--- src/rtl/seq_pattern_gen_pkg.sv ---
// Shared definitions for the serial pattern generator and the sequence-detector
// benches: FSM state encoding, default pattern width and a length clamp helper.
package seq_pattern_gen_pkg;

  localparam int DEFAULT_WIDTH = 8;

  typedef enum logic [1:0] {
    IDLE  = 2'd0,
    SHIFT = 2'd1,
    DONE  = 2'd2
  } gen_state_e;

  // Limit a requested pattern length to the physical pattern width.
  function automatic int clamp_len(input int len, input int max_len);
    if (len > max_len) begin
      return max_len;
    end else begin
      return len;
    end
  endfunction

endpackage

--- src/rtl/seq_pattern_gen_shreg.sv ---
// Bit selector for the pattern generator. The latched pattern is left-aligned
// so that the bit being driven is always the MSB of the working register; a
// down-counter tracks how many bits of the current repetition remain.
module pattern_shreg
  import seq_pattern_gen_pkg::*;
#(
  parameter int WIDTH = DEFAULT_WIDTH,
  parameter int LW    = $clog2(WIDTH + 1)
) (
  input  logic             clk,
  input  logic             reset,
  input  logic             load,
  input  logic             reload,
  input  logic             shift,
  input  logic [WIDTH-1:0] pattern,
  input  logic [LW-1:0]    length,
  output logic             next_bit,
  output logic             last_bit,
  output logic             len_zero
);

  logic [WIDTH-1:0] pat_r;
  logic [WIDTH-1:0] shift_r;
  logic [LW-1:0]    len_r;
  logic [LW-1:0]    cnt_r;
  logic [LW-1:0]    len_c_s;
  logic [WIDTH-1:0] aligned_s;
  logic [WIDTH-1:0] shifted_s;

  // Clamp the requested length and left-align the pattern so bit length-1 lands on the MSB.
  always_comb begin
    len_c_s   = LW'(clamp_len(int'(length), WIDTH));
    aligned_s = pattern << (LW'(WIDTH) - len_c_s);
    shifted_s = shift_r << 1;
  end

  // Select the bit that becomes visible on W after the coming clock edge.
  always_comb begin
    next_bit = 1'b0;
    if (load) begin
      next_bit = aligned_s[WIDTH-1];
    end else if (reload) begin
      next_bit = pat_r[WIDTH-1];
    end else begin
      next_bit = shifted_s[WIDTH-1];
    end
  end

  assign last_bit = (cnt_r == LW'(1));
  assign len_zero = (len_c_s == LW'(0));

  // Latch, restart or advance the working pattern and remaining-bit counter.
  always_ff @(posedge clk) begin
    if (reset) begin
      pat_r   <= '0;
      shift_r <= '0;
      len_r   <= '0;
      cnt_r   <= '0;
    end else if (load) begin
      pat_r   <= aligned_s;
      shift_r <= aligned_s;
      len_r   <= len_c_s;
      cnt_r   <= len_c_s;
    end else if (reload) begin
      shift_r <= pat_r;
      cnt_r   <= len_r;
    end else if (shift) begin
      shift_r <= shifted_s;
      cnt_r   <= cnt_r - LW'(1);
    end else begin
      shift_r <= shift_r;
      cnt_r   <= cnt_r;
    end
  end

endmodule

--- src/rtl/seq_pattern_gen.sv ---
// Serial pattern generator: sends the low `length` bits of `pattern` MSB-first
// on W, optionally repeated back-to-back, then pulses done for one cycle.
// W, busy and done are flops updated together with the state register.
module seq_pattern_gen
  import seq_pattern_gen_pkg::*;
#(
  parameter int   WIDTH      = DEFAULT_WIDTH,
  parameter logic IDLE_LEVEL = 1'b1
) (
  input  logic                       clk,
  input  logic                       reset,
  input  logic                       start,
  input  logic [WIDTH-1:0]           pattern,
  input  logic [$clog2(WIDTH+1)-1:0] length,
  input  logic [3:0]                 repeat_cnt,
  output logic                       W,
  output logic                       _W,
  output logic                       busy,
  output logic                       done
);

  localparam int LW = $clog2(WIDTH + 1);

  gen_state_e state_r;
  logic [3:0] rep_r;
  logic       w_r;
  logic       busy_r;
  logic       done_r;
  logic       load_s;
  logic       reload_s;
  logic       shift_s;
  logic       next_bit_s;
  logic       last_bit_s;
  logic       len_zero_s;

  pattern_shreg #(
    .WIDTH (WIDTH),
    .LW    (LW)
  ) u_shreg (
    .clk      (clk),
    .reset    (reset),
    .load     (load_s),
    .reload   (reload_s),
    .shift    (shift_s),
    .pattern  (pattern),
    .length   (length),
    .next_bit (next_bit_s),
    .last_bit (last_bit_s),
    .len_zero (len_zero_s)
  );

  // Derive shift-register controls from the current state and bit position.
  always_comb begin
    load_s   = 1'b0;
    reload_s = 1'b0;
    shift_s  = 1'b0;
    case (state_r)
      IDLE: begin
        load_s = start;
      end
      SHIFT: begin
        if (last_bit_s) begin
          reload_s = (rep_r != 4'd0);
        end else begin
          shift_s = 1'b1;
        end
      end
      DONE: begin
        load_s = 1'b0;
      end
      default: begin
        load_s = 1'b0;
      end
    endcase
  end

  // Transfer FSM with registered W/busy/done and the repetition counter.
  always_ff @(posedge clk) begin
    if (reset) begin
      state_r <= IDLE;
      rep_r   <= 4'd0;
      w_r     <= IDLE_LEVEL;
      busy_r  <= 1'b0;
      done_r  <= 1'b0;
    end else begin
      case (state_r)
        IDLE: begin
          if (start) begin
            rep_r <= repeat_cnt;
            if (len_zero_s) begin
              state_r <= DONE;
              w_r     <= IDLE_LEVEL;
              busy_r  <= 1'b0;
              done_r  <= 1'b1;
            end else begin
              state_r <= SHIFT;
              w_r     <= next_bit_s;
              busy_r  <= 1'b1;
              done_r  <= 1'b0;
            end
          end else begin
            w_r    <= IDLE_LEVEL;
            busy_r <= 1'b0;
            done_r <= 1'b0;
          end
        end
        SHIFT: begin
          if (last_bit_s && (rep_r == 4'd0)) begin
            state_r <= DONE;
            w_r     <= IDLE_LEVEL;
            busy_r  <= 1'b0;
            done_r  <= 1'b1;
          end else begin
            if (last_bit_s) begin
              rep_r <= rep_r - 4'd1;
            end else begin
              rep_r <= rep_r;
            end
            w_r <= next_bit_s;
          end
        end
        DONE: begin
          state_r <= IDLE;
          w_r     <= IDLE_LEVEL;
          busy_r  <= 1'b0;
          done_r  <= 1'b0;
        end
        default: begin
          state_r <= IDLE;
          rep_r   <= 4'd0;
          w_r     <= IDLE_LEVEL;
          busy_r  <= 1'b0;
          done_r  <= 1'b0;
        end
      endcase
    end
  end

  assign W    = w_r;
  assign _W   = ~w_r;
  assign busy = busy_r;
  assign done = done_r;

endmodule
--- config.mk ---
export PLATFORM = sky130hd
export DESIGN_NAME = seq_pattern_gen
export DESIGN_NICKNAME = d
export VERILOG_FILES = /design/src/rtl/seq_pattern_gen_pkg.sv /design/src/rtl/seq_pattern_gen_shreg.sv /design/src/rtl/seq_pattern_gen.sv
export SDC_FILE = /design/constraint.sdc
export NUM_CORES = 1
export LEC_CHECK = 0
export ABC_AREA = 1
export BUFFER_PORTS_ARGS = -buffer_cell sky130_fd_sc_hd__buf_2
export CAP_MARGIN = 20
export CORE_MARGIN = 10
export CORE_UTILIZATION = 50
export CTS_CLUSTER_SIZE = 20
export DETAILED_ROUTE_END_ITERATION = 10
export PLACE_DENSITY = 0.7
export SYNTH_ARGS = -nofsm -noshare
export SYNTH_HDL_FRONTEND = slang
export SYNTH_HIERARCHICAL = 1
export SYNTH_SLANG_ARGS = --single-unit
--- constraint.sdc ---
create_clock -name clk -period 2.3 [get_ports clk]
set_input_delay 0.23 -clock clk [delete_from_list [all_inputs] [get_ports clk]]
set_output_delay 0.23 -clock clk [all_outputs]
set_load 0.02 [all_outputs]
# --- After elaboration in Yosys (flattened, before gate mapping) ---
# Cells that the tools add are included.
word_totals:
  reg_bits: 32
op_classes:
  magnitude_cmp: 1
  eq_ne: 7
  n_reduce_logical: 8
  mux: 34
  addsub: 3
  n_shift: 1
  n_bitwise: 2
op_table:
  columns: ["op", "count"]
  rows:
  - ["$mux 4", 7]
  - ["$mux 7", 3]
  - ["$mux 1", 16]
  - ["$pmux 4 s3", 1]
  - ["$logic_not 4->1", 2]
  - ["$ne 2x2->1 const B", 4]
  - ["$shl 8x4->8", 1]
  - ["$sub 4x1->4 const B", 2]
  - ["$mux 2", 3]
  - ["$pmux 1 s2", 3]
  - ["$eq 4x1->1 const B", 1]
  - ["$gt 4x4->1 const B", 1]
  - ["$pmux 2 s2", 1]
  - ["$reduce_and 4->1", 1]
  - ["$reduce_bool 4->1", 1]
  - ["$sub 4x4->4 const A", 1]
  - ["$reduce_bool 3->1", 1]
  - ["$eq 2x1->1 const B", 1]
  - ["$eq 2x2->1 const B", 1]
  - ["$logic_not 2->1", 1]
  - ["$not 1->1", 2]
  - ["$reduce_and 2->1", 1]
  - ["$logic_and 1x1->1", 1]

# --- Longest topological paths before layout ---
logic_depth:
  word_depth: 8
  ltp_mapped: 14

# --- Hierarchy ---
# The synthesis kept the hierarchy.
modules_own_cells:
  columns: ["module", "cells_per_inst", "n_inst", "seq_area_each_um2", "area_each_um2"]
  rows:
  - ["pattern_shreg", 199, 1, 460.4, 1352.5]
  - ["seq_pattern_gen", 81, 1, 180.2, 510.5]

# --- Worst setup path before layout ---
# Ideal clock, no wire load.
synth_timing:
  kind: "register -> register"
  start: "register u_shreg.cnt_r[1]"
  end: "register w_r (netlist: W)"
  stages_incl_launch_ff: 15
  setup_slack_ns: 0.392
  synth_period_minus_slack_ns: 1.908
  t_required_ns: 2.184
  path_buffers: 1
  arrival_time_ns: 1.792
  cell_sequence: "dfxtp_1 -> inv_1 -> ha_1 -> nand2_1 -> nor2_1 -> inv_1 -> nor3_1 -> nor2_1 -> inv_1 -> clkbuf_1 -> nand2_1 -> o21ai_0 -> nand3_1 -> inv_1 -> nand2_1"
synth_via:
  elab_chain_cells: 8
synth_rtl:
  columns: ["item", "line_no", "text"]
  rows:
  - ["from (decl)", "seq_pattern_gen_shreg.sv:25", "logic [LW-1:0] cnt_r;"]
  - ["from (signal assigned)", "seq_pattern_gen_shreg.sv:63", "cnt_r <= len_c_s;"]
  - ["from (signal assigned)", "seq_pattern_gen_shreg.sv:66", "cnt_r <= len_r;"]
  - ["from (signal assigned)", "seq_pattern_gen_shreg.sv:69", "cnt_r <= cnt_r - LW'(1);"]
  - ["$eq 4x1->1 *", "seq_pattern_gen_shreg.sv:49", "assign last_bit = (cnt_r == LW'(1));"]
  - ["named net last_bit_s", "seq_pattern_gen.sv:33", "logic last_bit_s;"]
  - ["$mux 1 *", "seq_pattern_gen.sv:62", "if (last_bit_s) begin"]
  - ["$mux 1 *", "seq_pattern_gen.sv:57", "case (state_r)"]
  - ["named net reload_s", "seq_pattern_gen.sv:30", "logic reload_s;"]
  - ["$mux 1 *", "seq_pattern_gen_shreg.sv:42", "end else if (reload) begin"]
  - ["$mux 1 *", "seq_pattern_gen_shreg.sv:40", "if (load) begin"]
  - ["named net next_bit_s", "seq_pattern_gen.sv:32", "logic next_bit_s;"]
  - ["$mux 1", "seq_pattern_gen.sv:90", "if (len_zero_s) begin"]
  - ["$mux 1", "seq_pattern_gen.sv:88", "if (start) begin"]
  - ["$pmux 1 s2 *", "seq_pattern_gen.sv:86", "case (state_r)"]
  - ["to (signal assigned)", "seq_pattern_gen.sv:97", "w_r <= next_bit_s;"]
  - ["to (signal assigned)", "seq_pattern_gen.sv:119", "w_r <= next_bit_s;"]
  - ["to (decl)", "seq_pattern_gen.sv:26", "logic w_r;"]
# Mark *: on every way through the listed nets, which the timed path passes. The rest lies on a longest branch.
# A chain may end at the register's enable or synchronous reset.

# --- Final worst setup path ---
# Same ends and word-level chain as after synthesis.

==> results <==
- Counting every sink on the clock net gives 32.
- In the routed layout, each cell is associated on average with a via count of 5.14.
- The area growth from synthesis to layout is 12.3%.
- The number of nets in the final layout is 326.
- The cell count after synthesis is 280.
- After clock tree synthesis, the clock-pin slew on the worst setup and hold paths is 0.06 ns.
- For this run, the number of Yosys warnings is 6.
- The setup-violating endpoint count in the final report is 0.
- The count of nets left with antenna violations after detail routing is 0.
- After the first detailed-routing iteration, the DRC count stood at 140.
- The total nets after synthesis is 303.
- The worst setup path startpoint is u_shreg/cnt_r[1].
- Summed over all failing endpoints, the final setup total negative slack is 0 ns.
- The remaining design rule violation count is 0.
- The die extent in x is 81.0 µm.
- The post-route core utilization is 0.576.
- The run finished with clean final reports.
- In the final routed layout, each cell accounts on average for 12.4 µm.
- The multi-input combinational cell area is 0.00104 mm².
- The clock root buffer is clkbuf_8.
- In this run the count of I/O pins placed on the die edge is 23.
- The critical path crosses 14 cells after its start point.
- The total wirelength of the detailed-routed design is 4360 µm.
- The count of buffers added on input and output ports is 22.
- At the pin with the least slew margin, the transition time is 0.454 ns.
- The biggest fanout along the worst timing path is 10.
- The worst setup path is of the register to register kind.
- The worst-case IR drop observed on VDD is 0.305 mV.
- The critical path's largest stage delay is 0.31 ns.
- In this run the vertical extent of the chip is 81.0 µm.
- The type of element capturing the critical path is a register.
- Data arrives at the worst endpoint at 2.16 ns.
- The part of the cycle the worst path needs is 0.863.
- The tightest slew margin relative to the limit is 0.697.
- The clock insertion delay at the later pin of the skew report is 0.28 ns.
- The netlist area before placement is 0.00186 mm².
- The synthesized area divided by synthesized cell count is 6.65 µm².
- By area the synthesized netlist is led by dfxtp_1 34%, nand2_1 13%, nand3_1 8.9%.
- The congestion estimate from routability-driven global placement came to 0.842.
- Synthesis instantiated 25 different standard cells from the library.
- After synthesis the netlist holds a flip-flop and latch count of 32.
- The worst hold path begins at repeat_cnt[2].
- The class of the tightest hold or removal check is input pin to register.
- Leaving out fill and tap cells, the most frequent cell in the layout is nand2_1.
- Power spread over the standard cell area amounts to 766 mW/mm².
- The top cell types in the final layout, fill and taps aside, are 67 x nand2_1, 35 x inv_1, 33 x nand3_1.
- The largest net degree at the start of global routing is 19.
- The number of antenna diodes in the final layout is 0.
- The slowest library cell on the worst path is dfxtp_1.
- The number of failing hold endpoints at the final stage is 0.
- In the global route stage, overall resource usage came out at 0.137.
- The number of hold buffers added after CTS was 0.
- Before antenna repair, the detailed router went through 4 iterations.
- OpenSTA, run right after detailed placement, puts the worst setup slack at 0.151 ns.
- The top-area cell type share of the netlist area is 0.344.
- The register cell area after layout is 641 µm².
- At the worst endpoint, the required time is 2.48 ns.
- The worst register-to-register path has a setup slack of 0.32 ns.
- Counting stages on the worst path, the most repeated cell is inv_1.
- TritonCTS built the clock tree.
- Once detailed placement completed, the half-perimeter wirelength came to 3290 µm.
- The total overflow left after global routing is 0.
- The smallest clock period supported by the final layout is computed as 1.98 ns.
- The number of standard-cell rows in the floorplan is 22.
- The H-tree level count is 2.
- Summing all placed instances gives a cell area of 0.00200 mm².
- Across the run, the number of max-cap violations was 0.
- The initial antenna violation count is 0.
- The largest clock skew in the final design is 0.00104 ns.
- The effective utilization at floorplan is 0.513.
- The via count of the first global-routing pass is 1654.
- The static leakage is 1.01 nW.
- The area enclosed by the die boundary is 0.00657 mm².
- In this run the critical register-to-register path is captured at W.
- The number of max-slew violations in the final report came to 0.
- The final worst-path setup slack is 0.315 ns.
- The layout filler cell count is 380.
- In the final layout, the share of cells above drive strength 1 is 0.151.
- Setup repair after global routing left no endpoint under its margin.
- The routed layout has 1809 vias.
- The buffer depth of the longest clock path is 2.
- The final design area excluding fillers is 0.00209 mm².
- Traced cell by cell, the critical path runs through inv_1, ha_1, nand2_1, nor2_1, inv_1, nor3_1, nor2_1, inv_1, buf_4, nand2_1, o21ai_0, nand3_1, inv_1, nand2_1.
- The first-pass GRT wire length is 7290 µm.
- For this run, the register share of the synthesized area comes to 0.344.
- The biggest area contributor in the post-synthesis netlist is dfxtp_1.
- The worst setup path is launched from a register.
- The family with the most delay on the worst path is simple AND/OR/NAND/NOR gates.
- The core region is 0.00363 mm².
- In this run the critical register-to-register path is launched from u_shreg/cnt_r[1].
- The maximum clock frequency is 0.504 GHz.
- The capture point of the critical path is W.
- The buffer and inverter count on the worst path is 5.
- The number of buffers inserted during clock tree synthesis is 5.
- The number of cell instances on the worst register-to-register path is 14.
==> area by class of cell <==
| cell class | instances | share of cell area |
|---|---|---|
| Tap cell | 48 | 0.0287 |
| Clock buffer | 8 | 0.0431 |
| Timing Repair Buffer | 24 | 0.0598 |
| Inverter | 36 | 0.0646 |
| Multi-Input combinational cell | 204 | 0.498 |
| Sequential cell | 32 | 0.306 |
==> cell usage after synthesis, drive strengths merged <==
master,n
a21oi,24
a221oi,1
a31oi,7
buf,5
clkbuf,3
dfxtp,32
ha,4
inv,36
nand2,75
nand3,33
nand3b,1
nand4,1
nor2,25
nor3,4
nor3b,1
o21ai,23
or2,1
xor2,4
==> where the power goes <==
group          switching [mW]  internal (mW)
Clock                   0.204          0.244
Sequential             0.0440          0.627
Combinational           0.307          0.177
==> through the flow <==
step | total power, mW | instances | hold slack, ns
finish | 1.60 | 352 | 0.278
global placement | 1.16 | 344 | 0.454
detailed placement | 1.16 | 344 | 0.458
CTS | 1.60 | 352 | 0.286
global route | 1.71 | 352 | 0.323
floorplan | 1.05 | 280 | 0.298
==> state kept, by name, summed over array words and instances, names as in the netlist <==
register and cells:
u_shreg/pat_r 8, u_shreg/shift_r 7, rep_r 4, u_shreg/cnt_r 4, u_shreg/len_r 4, state_r 2, W 1, busy 1
done 1
==> worst min-delay path by stage <==
stage | slack, ns | cells after the start | to
3_5_place_dp | 0.46 | 2 | done
2_1_floorplan | 0.30 | 1 | state_r[0]
4_1_cts | 0.29 | 5 | rep_r[0]
3_3_place_gp | 0.45 | 2 | u_shreg/len_r[1]
5_1_grt | 0.32 | 3 | u_shreg/len_r[1]
6_report | 0.28 | 5 | rep_r[2]
==> kinds of logic (layout without fill, tap and decap cells) <==
logic type	Yosys count	count (layout)	synth area share
and+or+nand+nor	141	141	0.345
AOI/OAI and AO/OA	55	55	0.156
buffers and inverters	44	68	0.0987
DFF	32	32	0.344
adders and majority gates	4	4	0.0269
xor gates and xnor gates	4	4	0.0289
==> metal layers <==
| layer | vias up | track usage | wire (µm) |
|---|---|---|---|
| li1 | 956 | - | - |
| met5 | - | 0 | 0 |
| met4 | 0 | 0.0433 | 44 |
| met2 | 29 | 0.221 | 2000 |
| met1 | 820 | 0.173 | 2190 |
| met3 | 4 | 0.0408 | 121 |
==> timing repair <==
item | in CTS | in global routing
endpoints found under the setup margin | 0 | 9
setup buffers | 0 | 0
resized for setup | 0 | 2
==> tightest hold or removal path: stages <==
cell and delay, ns:
buf_2 0.07, nand2_1 0.04, nand2_1 0.05, nor2_1 0.03, nor2_1 0.09
No activity file was read; power rests on OpenSTA's default activity.
